[config.mk]
export PLATFORM = sky130hd
export DESIGN_NAME = chacha_qr_engine
export DESIGN_NICKNAME = d
export VERILOG_FILES = /design/src/rtl/chacha_pkg.sv /design/src/rtl/chacha_qr_step.sv /design/src/rtl/chacha_qr_engine.sv
export SDC_FILE = /design/constraint.sdc
export NUM_CORES = 1
export LEC_CHECK = 0
export ABC_AREA = 1
export ABC_CLOCK_PERIOD_IN_PS = 3800
export CAP_MARGIN = 5
export CORE_MARGIN = 2
export CORE_UTILIZATION = 35
export CTS_CLUSTER_DIAMETER = 50
export DETAILED_ROUTE_END_ITERATION = 7
export PLACE_DENSITY = 0.52
export SYNTH_ARGS = -nofsm -noshare
export SYNTH_HDL_FRONTEND = slang
export SYNTH_SLANG_ARGS = --single-unit
[constraint.sdc]
create_clock -name clk -period 3.8 [get_ports clk]
set_input_delay 0.95 -clock clk [delete_from_list [all_inputs] [get_ports clk]]
set_output_delay 0.95 -clock clk [all_outputs]
set_load 0.1 [all_outputs]
[src/rtl/chacha_pkg.sv]
// chacha_pkg: shared state/step types and default rotate amounts for the quarter-round engine
package chacha_pkg;
    typedef enum logic [1:0] {
        LOAD    = 2'd0,
        COMPUTE = 2'd1,
        UNLOAD  = 2'd2
    } state_t;
    typedef logic [1:0] step_t;
    localparam int ROT0 = 16;
    localparam int ROT1 = 12;
    localparam int ROT2 = 8;
    localparam int ROT3 = 7;
endpackage

[src/rtl/chacha_qr_step.sv]
// chacha_qr_step: one combinational add-xor-rotate step (x+=y; z^=x; z<<<=rot)
module chacha_qr_step #(
    parameter int WIDTH = 32
) (
    input  logic [WIDTH-1:0] x,
    input  logic [WIDTH-1:0] y,
    input  logic [WIDTH-1:0] z,
    input  logic [6:0]       rot,
    output logic [WIDTH-1:0] x_out,
    output logic [WIDTH-1:0] z_out
);
    logic [WIDTH-1:0] t;
    assign x_out = x + y;
    assign t = z ^ x_out;
    assign z_out = (t << rot) | (t >> (7'(WIDTH) - rot));
endmodule

[src/rtl/chacha_qr_engine.sv]
// chacha_qr_engine: byte-serial ChaCha quarter-round engine; CHACHA_QR_FEEDFORWARD_EN adds loaded words to the result
module chacha_qr_engine
    import chacha_pkg::*;
#(
    parameter int WIDTH = 32,
    parameter int R0    = ROT0,
    parameter int R1    = ROT1,
    parameter int R2    = ROT2,
    parameter int R3    = ROT3,
    parameter int ITER  = 1
) (
    input  logic       clk,
    input  logic       rst_n,
    input  logic [7:0] in_data,
    input  logic       in_valid,
    output logic       in_ready,
    output logic [7:0] out_data,
    output logic       out_valid,
    input  logic       out_ready,
    output logic       busy
);
    localparam int NB = WIDTH / 2;
    localparam int CW = $clog2(NB);
    localparam int W4 = 4 * WIDTH;
`ifdef CHACHA_QR_FEEDFORWARD_EN
    localparam int LAST = 4 * ITER;
`else
    localparam int LAST = 4 * ITER - 1;
`endif

    state_t state;
    logic live;
    logic [CW-1:0] cnt;
    logic [9:0] cyc;
    logic [W4-1:0] st, nxt;
    logic [WIDTH-1:0] a, b, c, d, x, y, z, xn, zn;
    logic [6:0] rot;
    step_t stp;
    logic last_byte, last_cyc;

    assign {d, c, b, a} = st;
    assign stp = cyc[1:0];
    assign last_byte = cnt == CW'(NB - 1);
    assign last_cyc = cyc == 10'(LAST);

    // even steps update a/d, odd steps update c/b
    always_comb begin
        x = stp[0] ? c : a;
        y = stp[0] ? d : b;
        z = stp[0] ? b : d;
        rot = stp == 2'd0 ? 7'(R0) : stp == 2'd1 ? 7'(R1) : stp == 2'd2 ? 7'(R2) : 7'(R3);
        nxt = stp[0] ? {d, xn, zn, a} : {zn, c, b, xn};
    end

    chacha_qr_step #(.WIDTH(WIDTH)) u_step (
        .x     (x),
        .y     (y),
        .z     (z),
        .rot   (rot),
        .x_out (xn),
        .z_out (zn)
    );

`ifdef CHACHA_QR_FEEDFORWARD_EN
    logic [W4-1:0] ini, sum;
    for (genvar i = 0; i < 4; i++) begin : g_ff
        assign sum[i*WIDTH +: WIDTH] = st[i*WIDTH +: WIDTH] + ini[i*WIDTH +: WIDTH];
    end
`endif

    always_ff @(posedge clk or negedge rst_n) begin
        if (!rst_n) begin
            state <= LOAD;
            live  <= 1'b0;
            cnt   <= '0;
            cyc   <= '0;
            st    <= '0;
`ifdef CHACHA_QR_FEEDFORWARD_EN
            ini   <= '0;
`endif
        end else begin
            live <= 1'b1;
            if (state == LOAD) begin
                if (in_valid && in_ready) begin
                    st[{cnt, 3'b000} +: 8] <= in_data;
`ifdef CHACHA_QR_FEEDFORWARD_EN
                    ini[{cnt, 3'b000} +: 8] <= in_data;
`endif
                    cnt <= last_byte ? '0 : cnt + 1'b1;
                    if (last_byte) state <= COMPUTE;
                end
            end else if (state == COMPUTE) begin
                cyc <= last_cyc ? '0 : cyc + 1'b1;
                if (last_cyc) state <= UNLOAD;
`ifdef CHACHA_QR_FEEDFORWARD_EN
                st <= last_cyc ? sum : nxt;
`else
                st <= nxt;
`endif
            end else if (state == UNLOAD && out_ready) begin
                cnt <= last_byte ? '0 : cnt + 1'b1;
                if (last_byte) state <= LOAD;
            end
        end
    end

    assign in_ready  = live && state == LOAD;
    assign busy      = state == COMPUTE;
    assign out_valid = state == UNLOAD;
    assign out_data  = out_valid ? st[{cnt, 3'b000} +: 8] : 8'h00;
endmodule

; ---- Word level (Yosys, flattened, before mapping)
; Index checks and enable logic that the tools add are counted.
; W data, S select, Z words.
[totals]
register_bits = 145
in_bits = 12
out_inout_bits = 11
wordCells = 70
[classes]
addsub = 5
eq_ne = 11
shift = 5
mux = 25
bitwise = 3
reduce_logical = 15
[ops]
columns = operator, count
row1 = $mux W128, 4
row2 = $bwmux W128, 1
row3 = $shift A8 B9 Y128 const A, 1
row4 = $shiftx A128 B8 Y8, 1
row5 = $shiftx A8 B9 Y128, 1
row6 = $mux W32, 3
row7 = $add A32 B32 Y32, 1
row8 = $or A32 B32 Y32, 1
row9 = $shl A32 B5 Y32, 1
row10 = $shr A32 B7 Y32, 1
row11 = $xor A32 B32 Y32, 1
row12 = $mux W4, 7
row13 = $mux W2, 7
row14 = $add A10 B1 Y10 const B, 1
row15 = $eq A10 B2 Y1 const B, 1
row16 = $mux W10, 1
row17 = $neg A7 Y9, 1
row18 = $reduce_and A3 Y1, 3
row19 = $mux W8, 1
row20 = $reduce_bool A2 Y1, 4
row21 = $sub A6 B5 Y7 const A, 1
row22 = $ne A2 B1 Y1 const B, 3
row23 = $mux W5, 1
row24 = $reduce_and A5 Y1, 1
row25 = 11 further kinds, 16

; ---- Logic depth before layout (Yosys ltp)
[depth]
word_depth = 10
depth_mapped = 30
mapped_depth_nobuf = 25

; ---- By module
; Synthesis repeated with hierarchy kept, for this count alone.
[hier_totals]
cells_unflattened = 3190
area_unflattened_um2 = 17394.2
[by_module_without_submodules]
columns = mod, n_inst, cells_each, area_each_um2, seq_area_each_um2
row1 = chacha_qr_engine, 1, 1703, 10406.2, 3628.5
row2 = chacha_qr_step, 1, 1487, 6988.0, 0.0

; ---- Worst setup path before layout
; Ideal clock, no wire load.
[synth_path]
kind = register -> output
from = register state[1]
to = output port out_data[0]
t_arrival_ns = 3.816
required_ns = 2.850
slack_ns = -0.966
stages_incl_launch_ff = 5
path_buffers = 0
cell_sequence = dfrtp_1 -> inv_1 -> nor2_1 -> inv_1 -> a31oi_1
[synth_via]
elab_chain_cells = 2
[synth_rtl]
columns = element, line_no
row1 = start: declaration, chacha_qr_engine.sv:31  ; state_t state;
row2 = start signal: assignment, chacha_qr_engine.sv:73  ; state <= LOAD;
row3 = start signal: assignment, chacha_qr_engine.sv:90  ; if (last_byte) state <= COMPUTE;
row4 = start signal: assignment, chacha_qr_engine.sv:94  ; if (last_cyc) state <= UNLOAD;
row5 = $eq A2 B2 Y1, chacha_qr_engine.sv:109  ; assign out_valid = state == UNLOAD;
row6 = via out_valid, chacha_qr_engine.sv:18  ; output logic out_valid,
row7 = $mux W8, chacha_qr_engine.sv:110  ; assign out_data = out_valid ? st[{cnt, 3'b000} +: 8] : 8'h00;
row8 = end: declaration, chacha_qr_engine.sv:17  ; output logic [7:0] out_data,
; The timed path passes the listed nets, and every way through them passes these cells.

; ---- Worst setup path after layout
[layout_path]
from = register cnt[1]
to = output port out_data[2]
[layout_via]
elab_chain_cells = 2
[layout_rtl]
columns = element, line_no
row1 = start: declaration, chacha_qr_engine.sv:33  ; logic [CW-1:0] cnt;
row2 = start signal: assignment, chacha_qr_engine.sv:89  ; cnt <= last_byte ? '0 : cnt + 1'b1;
row3 = start signal: assignment, chacha_qr_engine.sv:101  ; cnt <= last_byte ? '0 : cnt + 1'b1;
row4 = $shiftx A128 B8 Y8, chacha_qr_engine.sv:110
row5 = $mux W8, chacha_qr_engine.sv:110
; No other way between the ends.

==> results.sh <==
export IMPL_ys_warn_count=0
export IMPL_drc_errors=0
export IMPL_cp_data_required_time_ns=2.85
export IMPL_synth_top_area_frac=0.238
export IMPL_finalCritPeriodShare=0.989
export IMPL_ys_ff_latch=145
export IMPL_clock_root_buffer="clkbuf_16"
export IMPL_final_seq_area_mm2=0.00363
export IMPL_path_class="reg2out"
export IMPL_r2r_setup_slack_ns=0.06
export IMPL_final_hold_viol_count=0
export IMPL_grt_max_degree=72
export IMPL_antenna_cells=0
export IMPL_numClockSinks=145
export IMPL_avgRoutedWirePerCell_um=25.5
export IMPL_preCtsSetupSlack_ns=-0.497
export IMPL_place_congestion=1.05
export IMPL_wl_um=88800
export IMPL_setup_viol=0
export IMPL_final_layout_size_suffix_gt1_frac=0.237
export IMPL_first_global_vias=18111
export IMPL_status="finished clean"
export IMPL_fin_crit_ns=3.76
export IMPL_std_cell_rows=76
export IMPL_worstSetupStartpoint="cnt[1]"
export IMPL_reg2reg_depth=25
export IMPL_synth_avg_cell_area_um2=5.78
export IMPL_synth_cell_type_count=46
export IMPL_cp_cell_sequence="buf_4, buf_4, o21ai_0, o21ai_0, nand2_1, a31oi_2, buf_12"
export IMPL_ios=23
export IMPL_slew_headroom=0.338
export IMPL_synth_seq_area_share=0.238
export IMPL_ant_nets=0
export IMPL_drv_cap=0
export IMPL_arrival_ns=2.81
export IMPL_yosys_top_cells_area="dfrtp_1 (24%), nand2_1 (20%), nand3_1 (9.8%)"
export IMPL_synth_nets=2691
export IMPL_critPathMaxStageDelay_ns=0.37
export IMPL_path_clk_slew_ns=0.06
export IMPL_crit_slowest_cell="buf_4"
export IMPL_yosysTopAreaCell="dfrtp_1"
export IMPL_initial_core_util=0.354
export IMPL_rsz0062_at_grt="yes"
export IMPL_worstSetupPathDepth=7
export IMPL_first_pass_iters=6
export IMPL_fillers=4622
export IMPL_port_buffers=22
export IMPL_cp_start_kind="flip-flop"
export IMPL_die_y_um=213
export IMPL_hold_path_class="in2async"
export IMPL_critical_path_top_delay_family="buffers and inverters"
export IMPL_dieArea_mm2=0.0453
export IMPL_tightest_slew_ns=0.993
export IMPL_clockBufferDepth=2
export IMPL_grt_use_total=0.387
export IMPL_fmaxAchievable_mhz=266
export IMPL_whs_ns=0.421
export IMPL_syn_inst=2637
export IMPL_crit_fanout=31
export IMPL_worstReg2RegStart="cyc[0]"
export IMPL_coreArea_mm2=0.0431
export IMPL_viasPerCell=5.72
export IMPL_end_kind="output pin"
export IMPL_drv_slew=0
export IMPL_dp_hpwl_um=70500
export IMPL_syn2layout_area_growth_pct=32.5
export IMPL_multi_input_area_mm2=0.0112
export IMPL_die_w_um=213
export IMPL_cts_max_level=4
export IMPL_setup_ws_ns=0.0413
export IMPL_fin_nets=2937
export IMPL_cts_tree="yes"
export IMPL_grt_pass1_wl_um=125000
export IMPL_cts_made_buffers=17
export IMPL_r2r_end="st[32]"
export IMPL_insertion_delay_ns=0.47
export IMPL_tns_ns=0
export IMPL_postCtsHoldBufs=0
export IMPL_drt_initial_drc_count=2711
export IMPL_vias=19915
export IMPL_worst_path_buf_inv=3
export IMPL_finClkSkew_ns=0.0198
export IMPL_synth_area_mm2=0.0153
export IMPL_grt_overflow=0
export IMPL_grt_antenna_before_repair=1
==> metrics by stage <==
stage / instance area [µm²] / std cells / util
4_1_cts: 19000 / 3463 / 0.441
2_1_floorplan: 15300 / 2637 / -
3_5_place_dp: 18300 / 3429 / 0.424
6_report: 20200 / 3481 / 0.469
3_3_place_gp: 18300 / 3429 / 0.424
5_1_grt: 20200 / 3481 / 0.469
==> cells in the final DEF (no fill, tap or decap), types with 20 or more instances in the layout <==
cell and count:
a21oi_1 191, a21oi_2 31, a22oi_1 30, a31oi_1 51, buf_12 22, buf_4 298
dfrtp_1 143, inv_1 301, inv_2 20, nand2_1 735, nand2_2 87, nand3_1 253
nand3_2 50, nor2_1 164, nor2_2 30, nor3_1 33, o21ai_0 143, o21ai_1 31
o21ai_2 24, o22ai_1 23
==> per-layer routing <==
| metal | GRT usage | routed length (µm) | vias up |
|---|---|---|---|
| met5 | 0 | 11 | - |
| met2 | 0.581 | 37400 | 1123 |
| met1 | 0.535 | 37700 | 9407 |
| met3 | 0.0890 | 9600 | 209 |
| li1 | - | - | 9174 |
| met4 | 0.153 | 4180 | 2 |
==> logic make-up after synthesis <==
group | synth area share
adder cells (fa/ha/maj) | 0.0349
buffers and inverters | 0.112
multiplexers | 0.000738
AND/OR/NAND/NOR | 0.400
other | 0.000246
AO/OA/AOI/OAI | 0.201
XOR/XNOR | 0.0130
flip-flops | 0.238
==> worst max path at each step <==
stage / slack (ns) / to
after floorplan: 0.04 / st[59]
after global placement: -0.51 / st[50]
after detailed placement: -0.50 / st[97]
after CTS: -0.05 / st[106]
after global routing: -0.09 / st[106]
final: 0.04 / out_data[2]
==> state kept, by name, summed over array words and instances (netlist names) <==
signal  cells
cnt         4
cyc        10
live        1
st        128
state       2
==> layout make-up <==
class,count,area share
clock buffers,22,0.0220
clock inverters,10,0.00495
inverters,330,0.0617
multi-input cells,2052,0.552
flip-flops and latches,145,0.180
well taps,585,0.0362
repair buffers,337,0.143
==> synthesized netlist by cell type (all sizes together) <==
master,instances
nand3b,20
a31oi,59
mux2,1
ha,41
nor4,1
a21oi,224
inv,324
nand3,312
or2,6
and2,2
o21a,2
clkinv,6
fa,1
xor2,10
conb,1
o22ai,23
nand2,831
a22oi,30
nor2,207
nor3,34
xnor2,11
o211ai,10
buf,46
dfrtp,145
o21bai,1
o21ai,208
nand4,16
clkbuf,64
a21o,1
==> repair_timing <==
| action | CTS | global route |
|---|---|---|
| gates resized for setup | 66 | 271 |
| pin swaps | 4 | 41 |
| endpoints found under the hold margin | 0 | 0 |
| buffers inserted | 2 | 16 |
| cloned | 0 | 2 |
| endpoints found under the setup margin | 64 | 64 |
==> worst register-to-register path, delay by kind of cell (launching register included) <==
family / cells / cell delay, ns
AOI/OAI and AO/OA: 2 / 0.19
adders and majority gates: 1 / 0.35
DFF: 1 / 0.57
buffers and inverters: 5 / 0.75
and+or+nand+nor: 17 / 1.74
Power is left out: the tool's default activity adds up to more than one toggle a clock period on the data nets, which glitch-free logic cannot reach.
